===== src/rtl/id_ex_pipe_pkg.sv =====
// Shared constants for the ID/EX pipeline register slice: operand widths,
// register index width and the bit layout of the decoded control bundle.
package id_ex_pipe_pkg;

    localparam int RSIZE_DEF       = 32;
    localparam int REG_IDX_W       = 5;
    localparam int CWIDTH_DEF      = 8;

    localparam int CTRL_RWRITE     = 0;
    localparam int CTRL_MEM_READ   = 1;
    localparam int CTRL_MEM_WRITE  = 2;
    localparam int CTRL_ALU_OP_LSB = 3;

    typedef logic [REG_IDX_W-1:0] reg_idx_t;

endpackage


===== src/rtl/id_ex_pipe_if.sv =====
// Decode-to-execute bus. The master side is the surrounding pipeline
// (decode drives the in_* fields, execute drives ex_ready, control drives
// flush); the slave side is the id_ex_pipe register slice.
interface id_ex_pipe_if
    import id_ex_pipe_pkg::*;
#(
    parameter int RSIZE  = RSIZE_DEF,
    parameter int CWIDTH = CWIDTH_DEF
);

    logic              in_valid;
    logic              in_ready;
    reg_idx_t          r1_idx;
    reg_idx_t          r2_idx;
    logic [RSIZE-1:0]  r1_data;
    logic [RSIZE-1:0]  r2_data;
    logic [RSIZE-1:0]  imm;
    reg_idx_t          wr_idx;
    logic [CWIDTH-1:0] ctrl;
    logic              flush;
    logic              ex_ready;

    logic              ex_valid;
    logic [RSIZE-1:0]  ex_r1;
    logic [RSIZE-1:0]  ex_r2;
    logic [RSIZE-1:0]  ex_imm;
    reg_idx_t          ex_r1_idx;
    reg_idx_t          ex_r2_idx;
    reg_idx_t          ex_wr_idx;
    logic [CWIDTH-1:0] ex_ctrl;

    modport master (
        output in_valid, r1_idx, r2_idx, r1_data, r2_data, imm, wr_idx, ctrl,
        output flush, ex_ready,
        input  in_ready, ex_valid, ex_r1, ex_r2, ex_imm,
        input  ex_r1_idx, ex_r2_idx, ex_wr_idx, ex_ctrl
    );

    modport slave (
        input  in_valid, r1_idx, r2_idx, r1_data, r2_data, imm, wr_idx, ctrl,
        input  flush, ex_ready,
        output in_ready, ex_valid, ex_r1, ex_r2, ex_imm,
        output ex_r1_idx, ex_r2_idx, ex_wr_idx, ex_ctrl
    );

endinterface


===== src/rtl/id_ex_pipe_load_use_detect.sv =====
// Load-use hazard detector: flags when the decode instruction reads a
// register that the held load has not yet produced. x0 never hazards.
module load_use_detect
    import id_ex_pipe_pkg::*;
(
    input  logic     in_valid,
    input  logic     ex_valid,
    input  logic     ex_mem_read,
    input  reg_idx_t ex_wr_idx,
    input  reg_idx_t r1_idx,
    input  reg_idx_t r2_idx,
    output logic     hazard
);

    // Pure combinational compare of the held load's destination against both sources
    always_comb begin
        hazard = in_valid && ex_valid && ex_mem_read && (ex_wr_idx != '0) &&
                 ((ex_wr_idx == r1_idx) || (ex_wr_idx == r2_idx));
    end

endmodule


===== src/rtl/id_ex_pipe.sv =====
// ID/EX pipeline register with valid/ready handshake, load-use bubble
// insertion, flush, and a saturating count of load-use stall cycles.
module id_ex_pipe
    import id_ex_pipe_pkg::*;
#(
    parameter int RSIZE  = RSIZE_DEF,
    parameter int CWIDTH = CWIDTH_DEF
)(
    input  logic        clk,
    input  logic        rst,
    id_ex_pipe_if.slave bus,
    output logic [15:0] stall_cnt
);

    logic              valid_q;
    logic [CWIDTH-1:0] ctrl_q;
    logic [RSIZE-1:0]  r1_q;
    logic [RSIZE-1:0]  r2_q;
    logic [RSIZE-1:0]  imm_q;
    reg_idx_t          r1_idx_q;
    reg_idx_t          r2_idx_q;
    reg_idx_t          wr_idx_q;
    logic [15:0]       stall_q;
    logic              hazard;
    logic              accept;

    load_use_detect u_detect (
        .in_valid    (bus.in_valid),
        .ex_valid    (valid_q),
        .ex_mem_read (ctrl_q[CTRL_MEM_READ]),
        .ex_wr_idx   (wr_idx_q),
        .r1_idx      (bus.r1_idx),
        .r2_idx      (bus.r2_idx),
        .hazard      (hazard)
    );

    // Decode may advance only when the slot frees up this cycle, there is no
    // pending load-use dependency, and nothing is being flushed
    always_comb begin
        bus.in_ready = (!valid_q || bus.ex_ready) && !hazard && !bus.flush;
        accept       = bus.in_valid && bus.in_ready;
    end

    // Held slot: flush kills it, an accept replaces it, a consume empties it
    // (this also inserts the load-use bubble), otherwise execute is stalling
    always_ff @(posedge clk) begin
        if (rst) begin
            valid_q  <= 1'b0;
            ctrl_q   <= '0;
            r1_q     <= '0;
            r2_q     <= '0;
            imm_q    <= '0;
            r1_idx_q <= '0;
            r2_idx_q <= '0;
            wr_idx_q <= '0;
        end else if (bus.flush) begin
            valid_q <= 1'b0;
        end else if (accept) begin
            valid_q  <= 1'b1;
            ctrl_q   <= bus.ctrl;
            r1_q     <= bus.r1_data;
            r2_q     <= bus.r2_data;
            imm_q    <= bus.imm;
            r1_idx_q <= bus.r1_idx;
            r2_idx_q <= bus.r2_idx;
            wr_idx_q <= bus.wr_idx;
        end else if (bus.ex_ready) begin
            valid_q <= 1'b0;
        end
    end

    // Count every cycle the hazard holds decode back, unless a flush makes it moot
    always_ff @(posedge clk) begin
        if (rst) begin
            stall_q <= '0;
        end else if (hazard && !bus.flush && (stall_q != 16'hFFFF)) begin
            stall_q <= stall_q + 16'd1;
        end
    end

    // Control is masked when the slot is empty so execute never sees stale writes
    always_comb begin
        bus.ex_valid  = valid_q;
        bus.ex_ctrl   = valid_q ? ctrl_q : '0;
        bus.ex_r1     = r1_q;
        bus.ex_r2     = r2_q;
        bus.ex_imm    = imm_q;
        bus.ex_r1_idx = r1_idx_q;
        bus.ex_r2_idx = r2_idx_q;
        bus.ex_wr_idx = wr_idx_q;
        stall_cnt     = stall_q;
    end

endmodule


===== src/flat_wrapper.sv =====
// flat-port wrapper written by rule: the top's interface ports become plain ports
module id_ex_pipe_flat import id_ex_pipe_pkg::*;
#(
    parameter int RSIZE  = RSIZE_DEF,
    parameter int CWIDTH = CWIDTH_DEF
)
  (clk, rst, stall_cnt, bus_in_valid, bus_r1_idx, bus_r2_idx, bus_r1_data, bus_r2_data, bus_imm, bus_wr_idx, bus_ctrl, bus_flush, bus_ex_ready, bus_in_ready, bus_ex_valid, bus_ex_r1, bus_ex_r2, bus_ex_imm, bus_ex_r1_idx, bus_ex_r2_idx, bus_ex_wr_idx, bus_ex_ctrl);
  id_ex_pipe_if #(.RSIZE(RSIZE), .CWIDTH(CWIDTH)) bus_i ();
  input  logic clk;
  input  logic rst;
  output logic [15:0] stall_cnt;
  input wire logic [$bits(bus_i.in_valid)-1:0] bus_in_valid;
  input wire logic [$bits(bus_i.r1_idx)-1:0] bus_r1_idx;
  input wire logic [$bits(bus_i.r2_idx)-1:0] bus_r2_idx;
  input wire logic [$bits(bus_i.r1_data)-1:0] bus_r1_data;
  input wire logic [$bits(bus_i.r2_data)-1:0] bus_r2_data;
  input wire logic [$bits(bus_i.imm)-1:0] bus_imm;
  input wire logic [$bits(bus_i.wr_idx)-1:0] bus_wr_idx;
  input wire logic [$bits(bus_i.ctrl)-1:0] bus_ctrl;
  input wire logic [$bits(bus_i.flush)-1:0] bus_flush;
  input wire logic [$bits(bus_i.ex_ready)-1:0] bus_ex_ready;
  output wire logic [$bits(bus_i.in_ready)-1:0] bus_in_ready;
  output wire logic [$bits(bus_i.ex_valid)-1:0] bus_ex_valid;
  output wire logic [$bits(bus_i.ex_r1)-1:0] bus_ex_r1;
  output wire logic [$bits(bus_i.ex_r2)-1:0] bus_ex_r2;
  output wire logic [$bits(bus_i.ex_imm)-1:0] bus_ex_imm;
  output wire logic [$bits(bus_i.ex_r1_idx)-1:0] bus_ex_r1_idx;
  output wire logic [$bits(bus_i.ex_r2_idx)-1:0] bus_ex_r2_idx;
  output wire logic [$bits(bus_i.ex_wr_idx)-1:0] bus_ex_wr_idx;
  output wire logic [$bits(bus_i.ex_ctrl)-1:0] bus_ex_ctrl;
  assign bus_i.in_valid = bus_in_valid;
  assign bus_i.r1_idx = bus_r1_idx;
  assign bus_i.r2_idx = bus_r2_idx;
  assign bus_i.r1_data = bus_r1_data;
  assign bus_i.r2_data = bus_r2_data;
  assign bus_i.imm = bus_imm;
  assign bus_i.wr_idx = bus_wr_idx;
  assign bus_i.ctrl = bus_ctrl;
  assign bus_i.flush = bus_flush;
  assign bus_i.ex_ready = bus_ex_ready;
  assign bus_in_ready = bus_i.in_ready;
  assign bus_ex_valid = bus_i.ex_valid;
  assign bus_ex_r1 = bus_i.ex_r1;
  assign bus_ex_r2 = bus_i.ex_r2;
  assign bus_ex_imm = bus_i.ex_imm;
  assign bus_ex_r1_idx = bus_i.ex_r1_idx;
  assign bus_ex_r2_idx = bus_i.ex_r2_idx;
  assign bus_ex_wr_idx = bus_i.ex_wr_idx;
  assign bus_ex_ctrl = bus_i.ex_ctrl;
  id_ex_pipe #(.RSIZE(RSIZE), .CWIDTH(CWIDTH)) u_core (.clk(clk), .rst(rst), .bus(bus_i), .stall_cnt(stall_cnt));
endmodule

===== config.mk =====
export PLATFORM = sky130hd
export DESIGN_NAME = id_ex_pipe_flat
export DESIGN_NICKNAME = d
export VERILOG_FILES = /design/src/rtl/id_ex_pipe_pkg.sv /design/src/rtl/id_ex_pipe_if.sv /design/src/rtl/id_ex_pipe_load_use_detect.sv /design/src/rtl/id_ex_pipe.sv /design/src/flat_wrapper.sv
export SDC_FILE = /design/constraint.sdc
export NUM_CORES = 1
export LEC_CHECK = 0
export CAP_MARGIN = 0
export CORE_MARGIN = 2
export CORE_UTILIZATION = 43
export CTS_CLUSTER_DIAMETER = 100
export DETAILED_ROUTE_END_ITERATION = 10
export PLACE_DENSITY = 0.81
export SYNTH_ARGS = -nofsm -noshare
export SYNTH_HDL_FRONTEND = slang
export SYNTH_SLANG_ARGS = --single-unit

===== constraint.sdc =====
create_clock -name clk -period 4.7 [get_ports clk]
set_clock_uncertainty 0.15 [all_clocks]
set_input_delay 0.705 -clock clk [delete_from_list [all_inputs] [get_ports clk]]
set_output_delay 0.705 -clock clk [all_outputs]
set_load 0.05 [all_outputs]

# [Word-level counts from Yosys, hierarchy flattened]
# Index checks and enable logic that the tools add are counted.
# W data, S select, Z words.
[classes] n_addsub=1 n_eq_ne=3 n_mux=3 bitwise_logic=1 n_reduce_logical=18
[op_table] cell="$add A16 B1 Y16 const B" n=1
[op_table] cell="$ne A16 B16 Y1 const B" n=1
[op_table] cell="$eq A5 B5 Y1" n=2
[op_table] cell="$logic_and A1 B1 Y1" n=9
[op_table] cell="$mux W8" n=1
[op_table] cell="$reduce_bool A5 Y1" n=1
[op_table] cell="$logic_not A1 Y1" n=3
[op_table] cell="$logic_or A1 B1 Y1" n=2
[op_table] cell="$mux W1" n=2
[op_table] cell="$reduce_and A2 Y1" n=1
[op_table] cell="$reduce_bool A2 Y1" n=1
[op_table] cell="$reduce_or A2 Y1" n=1
[op_table] cell="$not A1 Y1" n=1
[word_totals] ff_bits=136 inputBits=124 out_inout_bits=137 word_cells=35

# [Longest topological paths before layout]
[logic_depth] word_depth=9 ltp_mapped=8 ltp_nobuf=6

# [Modules after synthesis]
# Synthesis repeated with hierarchy kept, for this count alone.
[hier_totals] cells_unflattened=648 area_unflattened_um2=5149.9
[by_module_without_submodules] module="id_ex_pipe" instances=1 cells_each=631 area_per_inst_um2=5021.1 seq_area_each_um2=2722.6
[by_module_without_submodules] module="load_use_detect" instances=1 cells_each=17 area_per_inst_um2=128.9 seq_area_each_um2=0.0

# [Worst setup path before layout]
# OpenSTA, ideal clock, no wires.
[synth_timing] path_type="reg-to-output" from="register u_core.wr_idx_q[1], in the netlist u_core.bus.ex_wr_idx[1]" to="output bus_in_ready" t_arrival_ns=2.588 required_ns=3.845 setup_slack_ns=1.257 path_stages_with_launch=4 path_cell_list="dfxtp_1 > or4_1 > o211a_4 > a211oi_1"
[synth_between] elab_chain_len=6 elab_cells_between_ends=9 classes_between="eq/ne: 2; reduce/logical: 7"
[synth_lines] item="start: declaration" line="id_ex_pipe.sv:22" text="reg_idx_t wr_idx_q;"
[synth_lines] item="start signal: assignment" line="id_ex_pipe.sv:66" text="wr_idx_q <= bus.wr_idx;"
[synth_lines] item="$eq A5 B5 Y1 / $reduce_bool A5 Y1 (equally long branches)" line="id_ex_pipe_load_use_detect.sv:18, id_ex_pipe_load_use_detect.sv:17"
[synth_lines] item="$logic_or A1 B1 Y1 / $logic_and A1 B1 Y1 (equally long branches)" line="id_ex_pipe_load_use_detect.sv:18, id_ex_pipe_load_use_detect.sv:17"
[synth_lines] item="$logic_and A1 B1 Y1 *" line="id_ex_pipe_load_use_detect.sv:17" text="hazard = in_valid && ex_valid && ex_mem_read && (ex_wr_idx != '0) &&"
[synth_lines] item="$logic_not A1 Y1 *" line="id_ex_pipe.sv:40" text="bus.in_ready = (!valid_q || bus.ex_ready) && !hazard && !bus.flush;"
[synth_lines] item="$logic_and A1 B1 Y1 * (2 in a row)" line="id_ex_pipe.sv:40"
[synth_lines] item="end: declaration" line="flat_wrapper.sv:22" text="output wire logic [$bits(bus_i.in_ready)-1:0] bus_in_ready;"
# Mark *: on every way between the ends. The rest lies on a longest branch, timed or not.

# [Worst setup path in the final report]
[layout_timing] from="register u_core.wr_idx_q[2], in the netlist u_core.bus.ex_wr_idx[2]" to="output bus_in_ready"
# Same word-level chain as after synthesis.

==> metrics.md <==
| Metric | Value |
|---|---|
| Mapped Area | 5150 um^2 |
| Critical path's slowest cell | clkdlybuf4s50_1 |
| Final Hold Fails | 0 |
| Outcome | completed |
| Setup TNS | 0 ps |
| Die H | 113.4 um |
| CP max FO | 7 |
| Storage cell area | 2723 um^2 |
| Clock Sinks | 136 |
| Slowest stage delay, CP | 870 ps |
| YS warnings | 0 |
| Area leader, netlist | dfxtp_1 |
| RSZ-0062 raised after global routing | no |
| Max-slew violation count | 0 |
| Worst Setup End Kind | output pin |
| Clock Latency Late Sink | 410 ps |
| First-pass GRT wire length | 24780 um |
| Seq/Total Area, Yosys | 52.87% |
| Yosys reg bits | 136 |
| I/O pins | 261 |
| Die width | 113.4 um |
| Post-CTS Hold Buffers | 0 |
| Wl on met1 | 6079 um |
| Post-CTS setup buffers | 0 |
| Antenna violation net count after detailed routing | 0 |
| EDFF count, synth | 0 |
| Worst r2r src | u_core.bus.ex_wr_idx[2] |
| DR top layer | met4 |
| Arrival @ worst endpoint | 2880 ps |
| Post_cts resized | 0 |
| Vias in the first global route | 5075 |
| DRT iter0 DRCs | 387 |
| Root Driver | clkbuf_16 |
| Max rail drop VDD | 0.3040 mV |
| DP HPWL | 11200 um |
| Largest net degree at the start of global routing | 114 |
| Async S/R FF share, synth | 0% |
| CORE AREA | 11560 um^2 |
| DRT Wirelength | 16080 um |
| Port bufs | 260 |
| Setup crit start | u_core.bus.ex_wr_idx[2] |
| Die area | 12870 um^2 |
| TritonCTS clock tree | yes |
| Clock transition at path regs | 50 ps |
| DRC | 0 |
| GRT Util Overall | 24.54% |
| Final net count | 1004 |
| DRT Pass-1 Iters | 4 |
| Routed wl met3 | 1246 um |
| Slew headroom | 22.50% |
| Top delay family on crit path | buffers and inverters |
| Fin crit share | 79.36% |
| Yosys cell types | 31 |
| Largest cells by area after synthesis | dfxtp_1 53%, nand2_1 18%, a21oi_1 13%, buf_6 2.6%, xnor2_1 1.7% |
| Hold Path Class | reg2reg |
| Crit path time final | 3730 ps |
| Finish-stage setup viols | 0 |
| Setup slack, reg-to-reg | 2010 ps |
| Syn Area/Cell | 8.059 um^2 |
| CP Launch Type | register |
| Routed vias/inst | 5.045 |
| Fillers | 889 |
| Max clock buf depth | 2 |
| Metal2 WL | 8336 um |
| Initial antenna violation count | 0 |
| Grt total ovfl | 0 |
| P per Cell Area | 368.4 nW/um^2 |
| WS Path Type | reg2out |
| Cell Chain, Critical Path | or4_1 > o211a_4 > a211oi_1 > clkdlybuf4s50_1 |
| Antenna cells | 0 |
| Drt wl/cell | 15.56 um |
| Worst-Margin Slew | 1162 ps |
| Fmax | 268.1 MHz |
| Layout cells sized above 1 | 4.265% |
| Routed via count | 5217 |
| Synth top area share | 52.87% |
| Starting Density | 44.53% |
| Area of the multi-input gates | 2160 um^2 |
| Hold_sp | u_core.bus.ex_r1[25] |
| Final Wtd Congestion | 0.8109 |
| Layout Area Growth over Synthesis | 61.18% |
| Worst Path Required | 3850 ps |
| Final Power | 3.058 mW |
| Max-cap violation count | 0 |
| H-tree depth | 4 |
| Post-Syn Nets | 764 |
| Row cnt | 39 |
| Dominant register cell in the synthesized netlist | dfxtp_1 |
| P_leak | 2.954 nW |
| Cells after Synth | 639 |
| TritonCTS Buffers | 17 |
| CP Buf/Inv Count | 1 |
[area by class of cell]
| class | instances | area share, % |
|---|---|---|
| flip-flops and latches | 136 | 32.80 |
| repair buffers | 264 | 31.84 |
| multi-input cells | 458 | 26.02 |
| clock buffers | 23 | 5.638 |
| well taps | 143 | 2.156 |
| clock inverters | 8 | 1.462 |
| inverters | 2 | 0.09044 |
[where the power goes]
group          switching, mW  internal (mW)  leakage, nW
combinational          0.288          0.203         1.56
clock                  0.479          0.857        0.287
sequential            0.0286           1.20         1.11
[layout by cell type (no fill, tap or decap), types with 5 or more instances in the layout]
master	count
a21oi_1	132
o21ai_0	7
and2_1	8
or4_1	6
clkdlybuf4s50_1	259
nand3_1	7
or3_1	7
dfxtp_1	136
o31ai_1	5
nand2_1	248
clkbuf_16	17
nor2_1	5
xnor2_1	10
[synthesized netlist by cell type, types with 2 or more instances]
cell,count
clkbuf_1,15
nor2_1,5
o21ai_0,7
or4_1,6
a21oi_1,132
xnor2_1,10
or3_1,7
xor2_1,3
dfxtp_1,136
o31ai_1,5
and2_1,8
nor3_1,2
buf_2,15
nand3_1,7
buf_6,12
inv_1,2
nand2_1,248
and3_1,4
nand4_1,3
[state kept, by name, summed over array words and instances, names as in the netlist]
signal and flops:
u_core.bus.ex_imm 32, u_core.bus.ex_r1 32, u_core.bus.ex_r2 32, u_core.stall_cnt 16, u_core.ctrl_q 8, u_core.bus.ex_r1_idx 5, u_core.bus.ex_r2_idx 5, u_core.bus.ex_wr_idx 5
u_core.bus.ex_valid 1
[kinds of logic after synthesis]
family | after synthesis | share of synthesized area (%)
simple gates | 293 | 23.32
xor+xnor | 13 | 2.211
mux | 1 | 0.1944
flops | 136 | 52.87
fa+ha+maj | 1 | 0.2429
buf+inv | 45 | 5.466
compound gates | 150 | 15.69
[tightest hold or removal path, stage by stage (launching register included)]
cell     delay, ps
dfxtp_1        300
nand2_1         50
a21oi_1         50
[per-layer routing]
metal	track usage, %	up-vias
met5	0	-
met4	10.24	0
met3	9.458	33
met2	44.19	187
met1	25.55	2421
li1	-	2576
[through the flow]
step | instances | instance area (um^2) | worst slack (ps) | hold WS, ps | utilization [%]
after floorplan | 639 | 5150 | 1257 | 281.7 | -
after global placement | 1003 | 7711 | 1099 | 288.5 | 66.68
after detailed placement | 1003 | 7711 | 1082 | 296.1 | 66.68
after CTS | 1034 | 8300 | 975.7 | 303.9 | 71.77
after global routing | 1034 | 8300 | 948.8 | 315.4 | 71.77
final | 1034 | 8300 | 970.0 | 303.1 | 71.77
[path summary, 6_finish.rpt]
kind              cells after the start              endpoint
setup reg to reg                      7  u_core.bus.ex_r2[22]
hold / removal                        2  u_core.bus.ex_r1[25]
setup / recovery                      4          bus_in_ready
hold reg to reg                       2  u_core.bus.ex_r1[25]
Power figures use the tool's default switching activity.
